$ cat config.mk
export PLATFORM = sky130hd
export DESIGN_NAME = alu_exec_stage_flat
export DESIGN_NICKNAME = d
export VERILOG_FILES = /design/src/rtl/alu_exec_stage_if.sv /design/src/rtl/alu_exec_stage.sv /design/src/flat_wrapper.sv
export SDC_FILE = /design/constraint.sdc
export NUM_CORES = 1
export LEC_CHECK = 0
export CORE_ASPECT_RATIO = 0.7
export CORE_MARGIN = 5
export CORE_UTILIZATION = 31
export DETAILED_ROUTE_END_ITERATION = 8
export PLACE_DENSITY = 0.48
export SYNTH_ARGS = -nofsm -noshare
export SYNTH_HDL_FRONTEND = slang
export SYNTH_SLANG_ARGS = --single-unit
$ cat constraint.sdc
create_clock -name clk -period 12.9 [get_ports clk]
set_input_delay 3.87 -clock clk [delete_from_list [all_inputs] [get_ports clk]]
set_output_delay 3.87 -clock clk [all_outputs]
set_load 0.03 [all_outputs]
$ cat src/rtl/alu_exec_stage_if.sv
// rtl/alu_exec_stage_if.sv - request/response bundle of the execute stage
`timescale 1ns/1ps

// Request side: in_valid/in_ready/op/a/b.
// Response side: out_valid/out_ready plus the result word(s) and flags.
interface alu_exec_stage_if;
  logic        in_valid;
  logic        in_ready;
  logic [1:0]  op;
  logic [31:0] a;
  logic [31:0] b;
  logic        out_valid;
  logic        out_ready;
  logic [31:0] result;
  logic [31:0] result_hi;
  logic        carry;
  logic        zero;
  logic        sign;
  logic        overflow;

  // Issuer / result consumer
  modport master (
    output in_valid, op, a, b, out_ready,
    input  in_ready, out_valid, result, result_hi, carry, zero, sign, overflow
  );

  // Execute stage
  modport slave (
    input  in_valid, op, a, b, out_ready,
    output in_ready, out_valid, result, result_hi, carry, zero, sign, overflow
  );
endinterface

$ cat src/rtl/alu_exec_stage.sv
// rtl/alu_exec_stage.sv - execute stage around one shared 32-bit hybrid adder
`timescale 1ns/1ps

// Carry-select adder: four 8-bit ripple blocks, each computed for both
// carry-in values, with the block carry choosing between them.
module hybrid_adder (
  input  logic [31:0] i_a,
  input  logic [31:0] i_b,
  input  logic        i_cin,
  output logic [31:0] o_sum,
  output logic        o_cout
);
  logic [4:0] w_c;

  assign w_c[0] = i_cin;

  for (genvar g = 0; g < 4; g++) begin : g_blk
    logic [8:0] w_s0;
    logic [8:0] w_s1;
    assign w_s0               = {1'b0, i_a[g*8 +: 8]} + {1'b0, i_b[g*8 +: 8]};
    assign w_s1               = w_s0 + 9'd1;
    assign o_sum[g*8 +: 8]    = w_c[g] ? w_s1[7:0] : w_s0[7:0];
    assign w_c[g+1]           = w_c[g] ? w_s1[8]   : w_s0[8];
  end

  assign o_cout = w_c[4];
endmodule

// ADD/SUB/NEG finish in one cycle; MULU iterates 32 shift-add steps on the
// same adder. Results and flags are registered and held until consumed.
module alu_exec_stage #(
  parameter bit MUL_EN = 1'b1
) (
  input logic              clk,
  input logic              rst_n,
  alu_exec_stage_if.slave  bus
);
  typedef enum logic [1:0] {
    S_IDLE = 2'b00,
    S_MUL  = 2'b01,
    S_DONE = 2'b10
  } state_t;

  localparam logic [1:0] OP_ADD  = 2'b00;
  localparam logic [1:0] OP_SUB  = 2'b01;
  localparam logic [1:0] OP_MULU = 2'b10;
  localparam logic [1:0] OP_NEG  = 2'b11;

  state_t      r_state;
  logic [31:0] r_a;
  logic [31:0] r_acc_hi;
  logic [31:0] r_acc_lo;
  logic [4:0]  r_cnt;
  logic        r_out_valid;
  logic [31:0] r_result;
  logic [31:0] r_result_hi;
  logic        r_carry;
  logic        r_zero;
  logic        r_sign;
  logic        r_overflow;

  logic        w_in_ready;
  logic        w_accept;
  logic        w_is_mul;
  logic [31:0] w_add_a;
  logic [31:0] w_add_b;
  logic        w_cin;
  logic [31:0] w_sum;
  logic        w_cout;
  logic        w_ovf;
  logic [31:0] w_mul_hi;
  logic [31:0] w_mul_lo;

  // A finished result can be swapped for a new request in the same cycle it is taken.
  assign w_in_ready = (r_state == S_IDLE) || ((r_state == S_DONE) && bus.out_ready);
  assign w_accept   = bus.in_valid && w_in_ready;
  assign w_is_mul   = (bus.op == OP_MULU) && MUL_EN;

  // Adder operand mux: accumulator step while multiplying, otherwise the incoming request.
  always_comb begin
    w_add_a = 32'd0;
    w_add_b = 32'd0;
    w_cin   = 1'b0;
    if (r_state == S_MUL) begin
      w_add_a = r_acc_hi;
      w_add_b = r_acc_lo[0] ? r_a : 32'd0;
    end else begin
      case (bus.op)
        OP_ADD: begin
          w_add_a = bus.a;
          w_add_b = bus.b;
        end
        OP_SUB: begin
          w_add_a = bus.a;
          w_add_b = ~bus.b;
          w_cin   = 1'b1;
        end
        OP_NEG: begin
          w_add_b = ~bus.b;
          w_cin   = 1'b1;
        end
        default: ;
      endcase
    end
  end

  hybrid_adder u_adder (
    .i_a    (w_add_a),
    .i_b    (w_add_b),
    .i_cin  (w_cin),
    .o_sum  (w_sum),
    .o_cout (w_cout)
  );

  assign w_ovf    = (w_add_a[31] == w_add_b[31]) && (w_sum[31] != w_add_a[31]);
  assign w_mul_hi = {w_cout, w_sum[31:1]};
  assign w_mul_lo = {w_sum[0], r_acc_lo[31:1]};

  // Control FSM with registered result, flags and out_valid.
  always_ff @(posedge clk or negedge rst_n) begin
    if (!rst_n) begin
      r_state     <= S_IDLE;
      r_a         <= 32'd0;
      r_acc_hi    <= 32'd0;
      r_acc_lo    <= 32'd0;
      r_cnt       <= 5'd0;
      r_out_valid <= 1'b0;
      r_result    <= 32'd0;
      r_result_hi <= 32'd0;
      r_carry     <= 1'b0;
      r_zero      <= 1'b0;
      r_sign      <= 1'b0;
      r_overflow  <= 1'b0;
    end else begin
      case (r_state)
        S_IDLE, S_DONE: begin
          if ((r_state == S_DONE) && bus.out_ready) begin
            r_state     <= S_IDLE;
            r_out_valid <= 1'b0;
          end
          if (w_accept) begin
            if (w_is_mul) begin
              r_state     <= S_MUL;
              r_a         <= bus.a;
              r_acc_hi    <= 32'd0;
              r_acc_lo    <= bus.b;
              r_cnt       <= 5'd0;
              r_out_valid <= 1'b0;
              r_result    <= 32'd0;
              r_result_hi <= 32'd0;
              r_carry     <= 1'b0;
              r_zero      <= 1'b0;
              r_sign      <= 1'b0;
              r_overflow  <= 1'b0;
            end else if (bus.op == OP_MULU) begin
              // Multiplier disabled: the op retires at once with all-zero outputs.
              r_state     <= S_DONE;
              r_out_valid <= 1'b1;
              r_result    <= 32'd0;
              r_result_hi <= 32'd0;
              r_carry     <= 1'b0;
              r_zero      <= 1'b0;
              r_sign      <= 1'b0;
              r_overflow  <= 1'b0;
            end else begin
              r_state     <= S_DONE;
              r_out_valid <= 1'b1;
              r_result    <= w_sum;
              r_result_hi <= 32'd0;
              r_carry     <= w_cout;
              r_zero      <= (w_sum == 32'd0);
              r_sign      <= w_sum[31];
              r_overflow  <= w_ovf;
            end
          end
        end
        S_MUL: begin
          r_acc_hi <= w_mul_hi;
          r_acc_lo <= w_mul_lo;
          r_cnt    <= r_cnt + 5'd1;
          if (r_cnt == 5'd31) begin
            r_state     <= S_DONE;
            r_out_valid <= 1'b1;
            r_result    <= w_mul_lo;
            r_result_hi <= w_mul_hi;
            r_carry     <= 1'b0;
            r_zero      <= (w_mul_hi == 32'd0) && (w_mul_lo == 32'd0);
            r_sign      <= w_mul_hi[31];
            r_overflow  <= (w_mul_hi != 32'd0);
          end
        end
        default: r_state <= S_IDLE;
      endcase
    end
  end

  assign bus.in_ready  = w_in_ready;
  assign bus.out_valid = r_out_valid;
  assign bus.result    = r_result;
  assign bus.result_hi = r_result_hi;
  assign bus.carry     = r_carry;
  assign bus.zero      = r_zero;
  assign bus.sign      = r_sign;
  assign bus.overflow  = r_overflow;
endmodule

$ cat src/flat_wrapper.sv
// flat-port wrapper written by rule: the top's interface ports become plain ports
module alu_exec_stage_flat 
#(
  parameter bit MUL_EN = 1'b1
)
  (clk, rst_n, bus_in_valid, bus_op, bus_a, bus_b, bus_out_ready, bus_in_ready, bus_out_valid, bus_result, bus_result_hi, bus_carry, bus_zero, bus_sign, bus_overflow);
  alu_exec_stage_if bus_i ();
  input logic clk;
  input logic rst_n;
  input wire logic [$bits(bus_i.in_valid)-1:0] bus_in_valid;
  input wire logic [$bits(bus_i.op)-1:0] bus_op;
  input wire logic [$bits(bus_i.a)-1:0] bus_a;
  input wire logic [$bits(bus_i.b)-1:0] bus_b;
  input wire logic [$bits(bus_i.out_ready)-1:0] bus_out_ready;
  output wire logic [$bits(bus_i.in_ready)-1:0] bus_in_ready;
  output wire logic [$bits(bus_i.out_valid)-1:0] bus_out_valid;
  output wire logic [$bits(bus_i.result)-1:0] bus_result;
  output wire logic [$bits(bus_i.result_hi)-1:0] bus_result_hi;
  output wire logic [$bits(bus_i.carry)-1:0] bus_carry;
  output wire logic [$bits(bus_i.zero)-1:0] bus_zero;
  output wire logic [$bits(bus_i.sign)-1:0] bus_sign;
  output wire logic [$bits(bus_i.overflow)-1:0] bus_overflow;
  assign bus_i.in_valid = bus_in_valid;
  assign bus_i.op = bus_op;
  assign bus_i.a = bus_a;
  assign bus_i.b = bus_b;
  assign bus_i.out_ready = bus_out_ready;
  assign bus_in_ready = bus_i.in_ready;
  assign bus_out_valid = bus_i.out_valid;
  assign bus_result = bus_i.result;
  assign bus_result_hi = bus_i.result_hi;
  assign bus_carry = bus_i.carry;
  assign bus_zero = bus_i.zero;
  assign bus_sign = bus_i.sign;
  assign bus_overflow = bus_i.overflow;
  alu_exec_stage #(.MUL_EN(MUL_EN)) u_core (.clk(clk), .rst_n(rst_n), .bus(bus_i));
endmodule
Word-level counts from Yosys, hierarchy flattened

Index checks and enable logic that the tools add are counted.

Logic and storage cells: 111
Output and inout port bits: 70
Input port bits: 70
Register bits after elaboration: 172

Reductions and logical operators: 20
Mux-type cells: 57
Bitwise logic cells: 1
Equality and inequality tests: 12
$add $sub $neg: 9

Operators with widths:

| cell                                                                  | number |
|---|---|
| 32-bit 2-to-1 mux                                                     | 13 |
| 32-bit case mux with 2 select lines                                   | 5 |
| 32-bit logical NOT                                                    | 3 |
| 8-bit by 8-bit adder with 9-bit output                                | 4 |
| 9-bit by 1-bit adder with 9-bit output, second input constant         | 4 |
| 8-bit 2-to-1 mux                                                      | 4 |
| 32-bit NOT                                                            | 1 |
| 32-bit nonzero test                                                   | 1 |
| 1-bit 2-to-1 mux                                                      | 22 |
| 3-bit AND reduction                                                   | 4 |
| 5-bit 2-to-1 mux                                                      | 2 |
| 1-bit case mux with 2 select lines                                    | 5 |
| 5-bit case mux with 2 select lines                                    | 1 |
| 2-bit 2-to-1 mux                                                      | 4 |
| 2-bit equality test, second input constant                            | 3 |
| 2-bit OR reduction                                                    | 3 |
| 5-bit by 1-bit adder with 5-bit output, second input constant         | 1 |
| 5-bit equality test, second input constant                            | 1 |
| 2-bit by 1-bit equality test with 1-bit output, second input constant | 2 |
| 1-bit logical AND                                                     | 4 |
| 2-bit logical NOT                                                     | 2 |
| 2-bit by 1-bit != test with 1-bit output, second input constant       | 2 |
| 2-bit case mux with 2 select lines                                    | 1 |
| 3-bit by 1-bit != test with 1-bit output, second input constant       | 1 |
| 6 further kinds                                                       | 6 |

Logic depth before layout (Yosys ltp)

Gate-level depths: netlist of run 1.

Word-level depth: 15
Mapped depth: 24
Depth with buffers taken out: 18

Modules after synthesis

From an unflattened synthesis of run 1, not the netlist that was laid out.

Cell total of the unflattened synthesis: 1134
Area total of the unflattened synthesis: 10432.5 µm²

Modules (own cells, without submodules):

| module         | times used | cells each | sequential area each (µm²) | area each (µm²) |
|---|---|---|---|---|
| alu_exec_stage | 1          | 877        | 4304.1                     | 8398.1 |
| hybrid_adder   | 1          | 257        | 0.0                        | 2034.5 |

Worst setup path before layout of run 1

No wires, ideal clock.

Kind: in2reg
From: input bus_op[1]
To: register u_core.r_zero (netlist: u_core.bus.zero)
Stages: 20
Library setup time: 76 ps
Data required time: 12824 ps
Path buffers: 4
Setup slack: 4087 ps
Arrival time: 8737 ps
Path through: clkbuf_1 nor2_1 clkbuf_1 mux2i_1 o21ai_0 ha_1 a211o_1 and2_4 o311ai_4 nand4_2 or4b_1 buf_2 and2_1 buf_6 a2111o_1 nor4_1 xnor2_1 nand2_1 or3_1 o21ai_1

Word-level cells in the longest chain between the ends: 14
Elaborated cells on any way between the ends: 36
Those cells by class: 8 x add/sub; 3 x eq/ne; 18 x mux; 7 x reduce/logical

Ends and longest elaborated chain:

| element                                                                      | RTL line                                     | RTL |
|---|---|---|
| from (decl)                                                                  | flat_wrapper.sv:11                           | `input wire logic [$bits(bus_i.op)-1:0] bus_op;` |
| 2-bit by 1-bit equality test with 1-bit output, or another cell as far along | alu_exec_stage.sv:88                         | `case (bus.op)` |
| 2-bit OR reduction (no line)                                                 | -                                            |  |
| 32-bit case mux with 2 select lines or 32-bit 2-to-1 mux (tied branches)     | alu_exec_stage.sv:88                         |  |
| 32-bit 2-to-1 mux                                                            | alu_exec_stage.sv:84                         | `if (r_state == S_MUL) begin` |
| 8-bit by 8-bit adder with 9-bit output                                       | alu_exec_stage.sv:20                         | `assign w_s0 = {1'b0, i_a[g*8 +: 8]} + {1'b0, i_b[g*8 +: 8]};` |
| 9-bit by 1-bit adder with 9-bit output                                       | alu_exec_stage.sv:21                         | `assign w_s1 = w_s0 + 9'd1;` |
| 1-bit 2-to-1 mux (3 in a row)                                                | alu_exec_stage.sv:23                         | `assign w_c[g+1] = w_c[g] ? w_s1[8] : w_s0[8];` |
| 8-bit 2-to-1 mux or 1-bit 2-to-1 mux (tied branches)                         | alu_exec_stage.sv:22, alu_exec_stage.sv:23   |  |
| 32-bit logical NOT (on tied branches)                                        | alu_exec_stage.sv:171, alu_exec_stage.sv:187 |  |
| 1-bit 2-to-1 mux or 1-bit logical AND (tied branches)                        | alu_exec_stage.sv:142, alu_exec_stage.sv:187 |  |
| 1-bit 2-to-1 mux (on tied branches)                                          | alu_exec_stage.sv:141, alu_exec_stage.sv:181 |  |
| 1-bit case mux with 2 select lines *                                         | alu_exec_stage.sv:135                        | `case (r_state)` |
| to (signal assigned)                                                         | alu_exec_stage.sv:171                        | `r_zero <= (w_sum == 32'd0);` |
| to (signal assigned)                                                         | alu_exec_stage.sv:187                        | `r_zero <= (w_mul_hi == 32'd0) && (w_mul_lo == 32'd0);` |
| to (decl)                                                                    | alu_exec_stage.sv:58                         | `logic r_zero;` |

Every way passes the cells marked *; elsewhere a longest branch is shown, timed or not. The select of a mux whose other input is x is not followed.
A chain may end at the register's enable or synchronous reset.

Worst setup path in the final report of run 1

From: input bus_op[1]
To: register u_core.r_overflow (netlist: u_core.bus.overflow)

Word-level cells in the longest chain between the ends: 15
Elaborated cells on any way between the ends: 36
Those cells by class: 8 x add/sub; 5 x eq/ne; 18 x mux; 5 x reduce/logical

Ends and longest elaborated chain:

| element                                                                      | RTL line              | RTL |
|---|---|---|
| 2-bit by 1-bit equality test with 1-bit output, or another cell as far along | alu_exec_stage.sv:88  |  |
| 2-bit OR reduction (no line)                                                 | -                     |  |
| 32-bit case mux with 2 select lines or 32-bit 2-to-1 mux (tied branches)     | alu_exec_stage.sv:88  |  |
| 32-bit 2-to-1 mux                                                            | alu_exec_stage.sv:84  |  |
| 8-bit by 8-bit adder with 9-bit output                                       | alu_exec_stage.sv:20  |  |
| 9-bit by 1-bit adder with 9-bit output                                       | alu_exec_stage.sv:21  |  |
| 1-bit 2-to-1 mux (3 in a row)                                                | alu_exec_stage.sv:23  |  |
| 8-bit 2-to-1 mux                                                             | alu_exec_stage.sv:22  | `assign o_sum[g*8 +: 8] = w_c[g] ? w_s1[7:0] : w_s0[7:0];` |
| 1-bit != test                                                                | alu_exec_stage.sv:115 | `assign w_ovf = (w_add_a[31] == w_add_b[31]) && (w_sum[31] != w_add_a[31]);` |
| 1-bit logical AND                                                            | alu_exec_stage.sv:115 |  |
| 1-bit 2-to-1 mux                                                             | alu_exec_stage.sv:142 | `if (w_is_mul) begin` |
| 1-bit 2-to-1 mux                                                             | alu_exec_stage.sv:141 | `if (w_accept) begin` |
| 1-bit case mux with 2 select lines *                                         | alu_exec_stage.sv:135 |  |
| to (signal assigned)                                                         | alu_exec_stage.sv:173 | `r_overflow <= w_ovf;` |
| to (signal assigned)                                                         | alu_exec_stage.sv:189 | `r_overflow <= (w_mul_hi != 32'd0);` |
| to (decl)                                                                    | alu_exec_stage.sv:60  | `logic r_overflow;` |

Marks and branches as above.

==> results of run 1 <==
## layout make-up
cell class	count	area [um^2]	area share (%)
Inverter	13	48.8	0.366
Tap cell	472	591	4.43
Clock buffer	20	447	3.35
Clock inverter	12	139	1.04
Multi-Input combinational cell	1029	6280	47.2
Timing Repair Buffer	155	1510	11.3
Sequential cell	172	4300	32.3
## synth_stat cells (6+ instances only)
| library cell | n |
|---|---|
| o31ai_1 | 18 |
| nand3b_1 | 32 |
| o211ai_1 | 20 |
| and3_1 | 6 |
| nor2b_1 | 7 |
| ha_1 | 38 |
| a211oi_1 | 9 |
| clkbuf_1 | 65 |
| nor2_1 | 54 |
| mux2i_1 | 68 |
| and2_1 | 8 |
| buf_1 | 14 |
| o21ai_0 | 114 |
| a31oi_1 | 14 |
| xnor2_1 | 23 |
| inv_1 | 13 |
| o21a_1 | 23 |
| nand4_1 | 9 |
| a21oi_1 | 27 |
| nand3_1 | 51 |
| a21o_1 | 21 |
| dfrtp_1 | 172 |
| nand2_1 | 344 |
| or3_1 | 6 |
| xor2_1 | 24 |
| nor3_1 | 12 |
| nor4_1 | 14 |
## layout by cell type (no fill, tap or decap), drive strengths merged, types with 14 or more instances in the layout
| cell | n |
|---|---|
| a21oi | 28 |
| a31oi | 14 |
| o211ai | 20 |
| nand2 | 345 |
| inv | 16 |
| mux2i | 68 |
| nor4 | 14 |
| o21ai | 116 |
| xnor2 | 25 |
| ha | 38 |
| nand3 | 51 |
| a21o | 21 |
| nand3b | 33 |
| o21a | 23 |
| nor2 | 55 |
| clkbuf | 20 |
| o31ai | 18 |
| xor2 | 24 |
| clkdlybuf4s50 | 137 |
| buf | 18 |
| dfrtp | 172 |
## flip-flops by register name (all words and copies together) (netlist names), 2 cells and up
register and cells:
u_core.bus.result_hi 32, u_core.r_cnt 5, u_core.r_state 2, u_core.bus.result 32, u_core.r_a 32, u_core.r_acc_lo 32
u_core.r_acc_hi 32
## per-stage QoR
stage,power [mW],hold WS (ns)
floorplan,1.83,0.445
global placement,2.34,0.450
detailed placement,2.36,0.455
CTS,2.90,0.472
global route,3.07,0.493
finish,2.88,0.465
## logic make-up (layout without fill, tap and decap cells)
family / count (synthesis) / after routing / share of synthesized area, %
AOI/OAI and AO/OA: 290 / 290 / 17.3
xor gates and xnor gates: 49 / 49 / 4.06
adders and majority gates: 42 / 42 / 5.08
buffers and inverters: 97 / 200 / 3.50
DFF: 172 / 172 / 39.4
muxes: 69 / 69 / 6.33
and+or+nand+nor: 579 / 579 / 24.3
## routing by layer
layer | track usage, % | routed length [um] | vias to the layer above
met5 | 0 | 0 | -
met4 | 2.89 | 310 | 0
met3 | 3.93 | 2300 | 21
met2 | 27.3 | 15900 | 279
met1 | 30.2 | 19400 | 4829
li1 | - | - | 4754
## worst max-delay path by stage
stage                     cells past startpoint  slack [ns]                  end
final                                        19        3.32  u_core.bus.overflow
after global routing                         19        2.94      u_core.bus.zero
after CTS                                    19        3.38      u_core.bus.zero
after detailed placement                     18        2.91      u_core.bus.zero
after global placement                       18        3.12      u_core.bus.zero
after floorplan                              20        4.09      u_core.bus.zero
## power by group
group / internal [mW] / total (mW) / switching (mW)
clock: 0.293 / 0.534 / 0.241
sequential: 0.757 / 0.915 / 0.158
combinational: 0.527 / 1.43 / 0.905
total: 1.58 / 2.88 / 1.30
## critical path, delay by kind of cell
family                     cells  cell delay (ns)
xor gates and xnor gates       2             0.52
and+or+nand+nor                9             3.22
adders and majority gates      2             0.44
muxes                          1             0.14
buffers and inverters          2             0.91
AOI/OAI and AO/OA              3             0.77
==> reports/metrics.yaml, run 1 <==
yosys:
  synth_top_area_cell: "dfrtp_1"
  seq_area_frac_synth_pct: 39.4
  ys_warn_count: 0
  postSynthCellCount: 1298
  synth_edf_count: 0
  ys.flop_type: "dfrtp_1"
  syn-cell-area_mm2: 0.0109
  yosysUniqueCellTypes: 69
  synth_nets: 1410
  yosys-top-cells-area: "dfrtp_1 (39%), nand2_1 (12%), mux2i_1 (6.2%)"
  synth_top_area_share_pct: 39.4
  avgSynthCellArea_um2: 8.42
  async_reset_ff_share_pct: 100
  ys_seq_elements: 172
floorplanning:
  die_h_um: 167
  core_mm2: 0.0347
  start_util_pct: 31.5
  num_rows: 57
  ios: 140
  dieArea_mm2: 0.0392
  die_w_um: 234
power_and_ir_drop:
  power.density_mw_per_mm2: 216
  leakagePower_nw: 6.00
  vdd_drop_max_uv: 73.1
worst_setup_path:
  rr_startpoint: "u_core.r_state[0]"
  cp_slowest_cell: "or4b_1"
  end_kind: "register"
  path_cells: "clkdlybuf4s50_1 -> nor2_2 -> buf_4 -> mux2i_1 -> o21ai_0 -> ha_1 -> fa_1 -> xor2_1 -> nand4_1 -> nor3_2 -> nand4_2 -> or4b_1 -> and2_1 -> a2111o_1 -> nor2_2 -> and4_1 -> xor2_1 -> nor4_1 -> o22ai_1"
  path_max_fanout: 27
  reg2reg_depth: 18
  r2r_end: "u_core.bus.overflow"
  crit_required_ns: 13.22
  worstPathArrival_ns: 9.90
  startpoint_type: "input pin"
  slowest_delay_ns: 0.69
  worstSetupPathType: "input pin to register"
  critical_path.startpoint: "bus_op[1]"
  rrSetupSlack_ns: 5.90
sta:
  maxSlewHeadroom_pct: 39.2
  period_minus_slack_ns: 9.58
  tightest_slew_ns: 0.911
  fmax_mhz: 104
  skew_ns: 0.00995
  finalMaxSlewViolations: 0
  setup_viol: 0
  finalHoldViolations: 0
  setup_ws_ns: 3.32
  totalNegativeSetupSlack_ns: 0
  rsz0062_at_grt: "no"
  fin_crit_sh_pct: 74.3
global_route:
  grt_max_degree: 78
  track_usage_pct: 19.1
  antenna_found_initial: 0
  overflow: 0
  grt_pass1_vias: 9496
  grt_pass1_wl_mm: 58.5
run:
  cap_viol_max_count: 0
route:
  drt-total-wl_mm: 37.9
  drtIter0Drc: 747
  wire_per_inst_um: 20.2
  via_per_inst: 5.28
  drtAntennaViolNets: 0
  first_pass_iters: 5
  vias: 9883
  route.detailed.drc: 0
placed_design:
  dp_slack_ns: 2.91
  numPortBuffers: 139
  hpwl_mm: 27.5
  placedInstanceArea_mm2: 0.0127
  dpl.cell_count: 1841
  gp_congestion: 0.890
min_path:
  hold_path_end: "u_core.bus.result[11]"
  hp-class: "register to register"
  hold_start: "u_core.bus.result[11]"
  min_path_cells: 2
final_layout:
  instances_no_fill: 1873
  n_fill_cell: 3598
  layout-drive-gt1-share_pct: 5.50
  finish.instance_area_mm2: 0.0133
  area_growth_pct: 21.9
  fin_util_pct: 38.3
  layout.nets: 1500
  num_antenna_cells: 0
clock_network:
  cts_resized: 0
  cts_tree: "done"
  cts_buffer_depth: 2
  cts_hold_buffers: 0
  cts_sinks: 172
  cts_setup_buffers: 0
  cts_buffers: 17
  path_clk_slew_ns: 0.07
  cts-root-buf: "clkbuf_16"
  worstSkewPairLatency_ns: 0.46
  htree_num_levels: 4
outcome:
  outcome: "finished clean"
Note: power is estimated with default switching activity, not from simulation.
==> run 2: changes to the inputs <==
Clock period 12.9 ns to 9.7 ns, I/O delays scaled along.
==> reports/metrics.yaml, run 2 (synthesis gave the netlist of run 1 again) <==
worst_setup_path:
  startpoint_type: "input pin"  # unchanged
  path_max_fanout: 16  # was 27
  worstPathArrival_ns: 8.74  # was 9.90 ns
  worstSetupPathType: "input pin to register"  # unchanged
  crit_required_ns: 10.02  # was 13.22 ns
  end_kind: "register"  # unchanged
sta:
  tightest_slew_ns: 1.05  # was 0.911 ns
  finalMaxSlewViolations: 0  # unchanged
  maxSlewHeadroom_pct: 30.3  # was 39.2%
  finalHoldViolations: 0  # unchanged
  fmax_mhz: 119
  totalNegativeSetupSlack_ns: 0  # unchanged
  period_minus_slack_ns: 8.42
  rsz0062_at_grt: "no"  # unchanged
  setup_viol: 0  # unchanged
  skew_ns: 0.00937  # was 0.00995 ns
  setup_ws_ns: 1.28  # was 3.32 ns
  fin_crit_sh_pct: 86.8
floorplanning:
  start_util_pct: 31.5  # unchanged
  die_w_um: 234  # unchanged
  num_rows: 57  # unchanged
  dieArea_mm2: 0.0392  # unchanged
  core_mm2: 0.0347  # unchanged
  ios: 140  # unchanged
  die_h_um: 167  # unchanged
final_layout:
  n_fill_cell: 3587  # was 3598
  layout.nets: 1500  # unchanged
  layout_common_cells: "nand2_1 (344), dfrtp_1 (172), clkdlybuf4s50_1 (137)"  # unchanged
  num_antenna_cells: 0  # unchanged
  finish.instance_area_mm2: 0.0133  # about the same
  instances_no_fill: 1873  # unchanged
  layout-drive-gt1-share_pct: 5.42  # was 5.50%
  layout_commonest_cell: "nand2_1"  # unchanged
  area_growth_pct: 22.0  # was 21.9%
clock_network:
  cts_buffers: 17  # unchanged
  cts-root-buf: "clkbuf_16"  # unchanged
  cts_buffer_depth: 2  # unchanged
  path_clk_slew_ns: 0.07  # about the same
  worstSkewPairLatency_ns: 0.46  # about the same
  cts_setup_buffers: 0  # unchanged
  cts_hold_buffers: 0  # unchanged
  cts_tree: "done"  # unchanged
  htree_num_levels: 4  # unchanged
  cts_sinks: 172  # unchanged
  cts_resized: 0  # unchanged
route:
  first_pass_iters: 5  # unchanged
  via_per_inst: 5.26  # was 5.28
  drtIter0Drc: 800  # was 747
  route.detailed.drc: 0  # unchanged
  drtAntennaViolNets: 0  # unchanged
  vias: 9852  # was 9883
  drt-total-wl_mm: 38.4  # was 37.9 mm
  wire_per_inst_um: 20.5  # was 20.2 um
placed_design:
  dp_slack_ns: 0.890  # was 2.91 ns
  placedInstanceArea_mm2: 0.0127  # about the same
  numPortBuffers: 139  # unchanged
  gp_congestion: 0.869  # was 0.890
  hpwl_mm: 27.0  # was 27.5 mm
  dpl.cell_count: 1841  # unchanged
global_route:
  grt_busiest_layer: "met1"  # unchanged
  met2_usage_pct: 27.7  # was 27.3%
  grt_pass1_wl_mm: 59.6  # was 58.5 mm
  use_met1_pct: 30.2  # about the same
  overflow: 0  # unchanged
  grt_pass1_vias: 9819  # was 9496
  grt_max_degree: 180  # was 78
  track_usage_pct: 19.5  # was 19.1%
  antenna_found_initial: 0  # unchanged
  met3_usage_pct: 4.45  # was 3.93%
power_and_ir_drop:
  leakagePower_nw: 5.99  # was 6.00 nW
  vdd_drop_max_uv: 99.8  # was 73.1 uV
  power.density_mw_per_mm2: 288  # was 216 mW/mm^2
run:
  cap_viol_max_count: 0  # unchanged
min_path:
  hp-class: "register to register"  # unchanged
outcome:
  outcome: "finished clean"  # unchanged
## run 2: worst max-delay path: stages
cell and delay (ns):
clkdlybuf4s50_1 0.47, nor2_2 0.62, mux2i_1 0.15, o21ai_0 0.39, ha_1 0.31, a211o_1 0.33, and2_4 0.18, o311ai_4 0.39
nand4_2 0.20, or4b_1 0.68, and2_1 0.35, a2111o_1 0.48, nor2_2 0.40, and4_1 0.32, xor2_1 0.09, nor4_1 0.32
o22ai_1 0.12
## run 2: area by class of cell
| cell class | instances | area [um^2] | share of cell area (%) |
|---|---|---|---|
| sequential | 172 | 4300 | 32.3 |
| clock inverter | 9 | 111 | 0.835 |
| clock buffer | 23 | 478 | 3.58 |
| tap | 472 | 591 | 4.43 |
| timing repair buffer | 155 | 1520 | 11.4 |
| inverter | 13 | 48.8 | 0.366 |
| multi-input combinational | 1029 | 6280 | 47.1 |
## run 2: power breakdown
part	leakage, nW	switching [mW]	total [mW]	internal [mW]
Combinational	3.54	1.21	1.92	0.707
Clock	0.272	0.310	0.710	0.400
Sequential	2.18	0.212	1.22	1.01
## run 2: per-stage QoR
stage          util, %  hold slack, ns  power [mW]
6_report          38.4           0.466        3.85
5_1_grt           38.4           0.491        4.11
4_1_cts           38.4           0.471        3.87
3_5_place_dp      36.7           0.456        3.14
3_3_place_gp      36.7           0.454        3.13
2_1_floorplan        -           0.445        2.43
## run 2: layer usage
metal / up-vias / share of wire, %
li1: 4752 / -
met1: 4777 / 51
met2: 294 / 41
met3: 29 / 6.1
met4: 0 / 1.5
met5: - / 0
## run 2: path summary, 6_finish.rpt
path | depth (start not counted) | startpoint | slack (ns) | endpoint
max | 17 | bus_op[1] | 1.28 | u_core.bus.overflow
min reg2reg | 2 | u_core.bus.result_hi[30] | 0.47 | u_core.bus.result_hi[30]
max reg2reg | 17 | u_core.r_state[0] | 3.48 | u_core.bus.overflow
min | 2 | u_core.bus.result_hi[30] | 0.47 | u_core.bus.result_hi[30]
max in group asynchronous | 2 | rst_n | 6.07 | u_core.r_acc_lo[10]
min in group asynchronous | 1 | rst_n | 2.35 | u_core.bus.result_hi[27]
==> run 3: changes to the inputs <==
Settings changed: CORE_ASPECT_RATIO 0.7 to 0.75, PLACE_DENSITY 0.48 to unset.
==> reports/metrics.yaml, run 3 (synthesis gave the netlist of run 1 again) <==
run:
  cap_viol_max_count: 0  # unchanged
worst_setup_path:
  end_kind: "register"  # unchanged
  worstPathArrival_ns: 8.66  # was 8.74 ns
  cp_top_family: "simple AND/OR/NAND/NOR gates"  # unchanged
  critical_path.startpoint: "bus_op[1]"  # unchanged
  reg2reg_depth: 17  # unchanged
  cp_slowest_cell: "or4b_1"  # unchanged
  critical_path_buf_inv_count: 2  # was 1
  r2r_end: "u_core.bus.zero"  # was u_core.bus.overflow
  worstSetupPathType: "input pin to register"  # unchanged
  slowest_delay_ns: 0.69  # was 0.68 ns
  path_cells: "clkdlybuf4s50_1 -> buf_4 -> nand3b_1 -> nand2_1 -> ha_1 -> fa_1 -> xor2_1 -> nand4_1 -> nor3_2 -> nand4_2 -> or4b_1 -> and2_1 -> a2111o_1 -> nor2_2 -> and4_1 -> o2111ai_1 -> or3_1 -> o21ai_1"  # was clkdlybuf4s50_1 -> nor2_2 -> mux2i_1 -> o21ai_0 -> ha_1 -> a211o_1 -> and2_4 -> o311ai_4 -> nand4_2 -> or4b_1 -> and2_1 -> a2111o_1 -> nor2_2 -> and4_1 -> xor2_1 -> nor4_1 -> o22ai_1
  path_max_fanout: 37  # was 16
  rr_startpoint: "u_core.r_state[0]"  # unchanged
  startpoint_type: "input pin"  # unchanged
  crit_required_ns: 10.07  # was 10.02 ns
  rrSetupSlack_ns: 3.47  # was 3.48 ns
clock_network:
  cts_buffers: 17  # unchanged
  cts_sinks: 172  # unchanged
  cts_resized: 0  # unchanged
  cts_buffer_depth: 2  # unchanged
  cts_hold_buffers: 0  # unchanged
  path_clk_slew_ns: 0.07  # about the same
  worstSkewPairLatency_ns: 0.46  # about the same
  cts_setup_buffers: 0  # unchanged
  htree_num_levels: 4  # unchanged
  cts-root-buf: "clkbuf_16"  # unchanged
  cts_tree: "done"  # unchanged
global_route:
  grt_pass1_vias: 9517  # was 9819
  track_usage_pct: 18.2  # was 19.5%
  grt_pass1_wl_mm: 56.4  # was 59.6 mm
  overflow: 0  # unchanged
  grt_max_degree: 180  # unchanged
  antenna_found_initial: 1  # was 0
route:
  drtIter0Drc: 955  # was 800
  via_per_inst: 5.40  # was 5.26
  route.detailed.drc: 0  # unchanged
  first_pass_iters: 5  # unchanged
  wire_per_inst_um: 19.5  # was 20.5 um
  vias: 10000  # was 9852
  drtAntennaViolNets: 0  # unchanged
  drt-total-wl_mm: 36.2  # was 38.4 mm
min_path:
  hp-class: "register to register"  # unchanged
  hold_start: "u_core.bus.result_hi[30]"  # unchanged
  hold_path_end: "u_core.bus.result_hi[30]"  # unchanged
  min_path_cells: 2  # unchanged
sta:
  rsz0062_at_grt: "no"  # unchanged
  skew_ns: 0.0189  # was 0.00937 ns
  finalMaxSlewViolations: 0  # unchanged
  tightest_slew_ns: 1.12  # was 1.05 ns
  period_minus_slack_ns: 8.28  # was 8.42 ns
  maxSlewHeadroom_pct: 25.0  # was 30.3%
  totalNegativeSetupSlack_ns: 0  # unchanged
  finalHoldViolations: 0  # unchanged
  fin_crit_sh_pct: 85.4  # was 86.8%
  fmax_mhz: 121  # was 119 MHz
  setup_viol: 0  # unchanged
final_layout:
  finish.instance_area_mm2: 0.0134  # was 0.0133 mm^2
  layout-drive-gt1-share_pct: 5.50  # was 5.42%
  layout_commonest_cell: "nand2_1"  # unchanged
  layout_common_cells: "nand2_1 (344), dfrtp_1 (172), clkdlybuf4s50_1 (137)"  # unchanged
  area_growth_pct: 22.3  # was 22.0%
  instances_no_fill: 1858  # was 1873
  layout.nets: 1500  # unchanged
  num_antenna_cells: 0  # unchanged
floorplanning:
  core_mm2: 0.0348  # was 0.0347 mm^2
  die_w_um: 227  # was 234 um
  num_rows: 59  # was 57
  ios: 140  # unchanged
  dieArea_mm2: 0.0392  # about the same
  start_util_pct: 31.4  # was 31.5%
  die_h_um: 173  # was 167 um
outcome:
  outcome: "finished clean"  # unchanged
power_and_ir_drop:
  power.density_mw_per_mm2: 291  # was 288 mW/mm^2
  vdd_drop_max_uv: 170  # was 99.8 uV
  leakagePower_nw: 6.03  # was 5.99 nW
  report.power.total_mw: 3.89  # was 3.85 mW
placed_design:
  hpwl_mm: 25.7  # was 27.0 mm
  gp_congestion: 0.880  # was 0.869
  placedInstanceArea_mm2: 0.0127  # about the same
  numPortBuffers: 139  # unchanged
  dpl.cell_count: 1826  # was 1841
==> run 3: cell types whose count changed in the layout (fill, tap and decap cells not counted), moves of 2 or more <==
cell	before	now
clkinvlp_4	5	1
bufinv_16	2	4
clkbuf_1	3	1
clkinv_2	1	3
==> run 3: how the worst max path moves through the flow <==
stage / endpoint / slack (ns) / depth (start not counted)
2_1_floorplan: u_core.bus.zero / 1.85 / 20
3_3_place_gp: u_core.bus.zero / 1.15 / 18
3_5_place_dp: u_core.bus.zero / 1.00 / 18
4_1_cts: u_core.bus.zero / 1.45 / 18
5_1_grt: u_core.bus.overflow / 1.08 / 18
6_report: u_core.bus.zero / 1.42 / 18
==> run 3: final cells by class <==
cell class	count	area, um^2
fill	3517	21400
inverter	13	48.8
sequential	172	4300
multi-input combinational	1029	6280
tap	457	572
clock buffer	22	484
clock inverter	10	160
timing repair buffer	155	1520
==> run 3: worst register-to-register path: stages, from the launching register on <==
cell,delay [ns]
dfrtp_1,0.48
nor2b_4,0.21
buf_12,0.50
o21ai_0,0.30
ha_1,0.27
fa_1,0.40
xor2_1,0.42
nand4_1,0.17
nor3_2,0.32
nand4_2,0.19
or4b_1,0.69
and2_1,0.36
a2111o_1,0.48
nor2_2,0.44
and4_1,0.27
o2111ai_1,0.16
or3_1,0.36
o21ai_1,0.15
==> run 3: layer usage <==
metal	wire length [um]	share of wire, %	vias up	track usage, %
met1	17400	48	4852	27.9
met2	15500	43	385	26.3
met3	2780	7.7	40	3.56
met5	11	0.030	-	0
li1	-	-	4756	-
met4	550	1.5	2	4.18
==> run 3: through the flow <==
stage / setup slack (ns) / hold WS [ns] / util (%)
2_1_floorplan: 1.85 / 0.445 / -
3_3_place_gp: 1.15 / 0.456 / 36.6
3_5_place_dp: 1.00 / 0.462 / 36.6
4_1_cts: 1.45 / 0.480 / 38.5
5_1_grt: 1.08 / 0.498 / 38.5
6_report: 1.42 / 0.473 / 38.5
==> run 3: report_power, final <==
group / internal [mW] / switching [mW] / leakage (nW)
combinational: 0.706 / 1.20 / 3.54
sequential: 1.01 / 0.208 / 2.18
clock: 0.459 / 0.317 / 0.316
total: 2.17 / 1.72 / 6.03
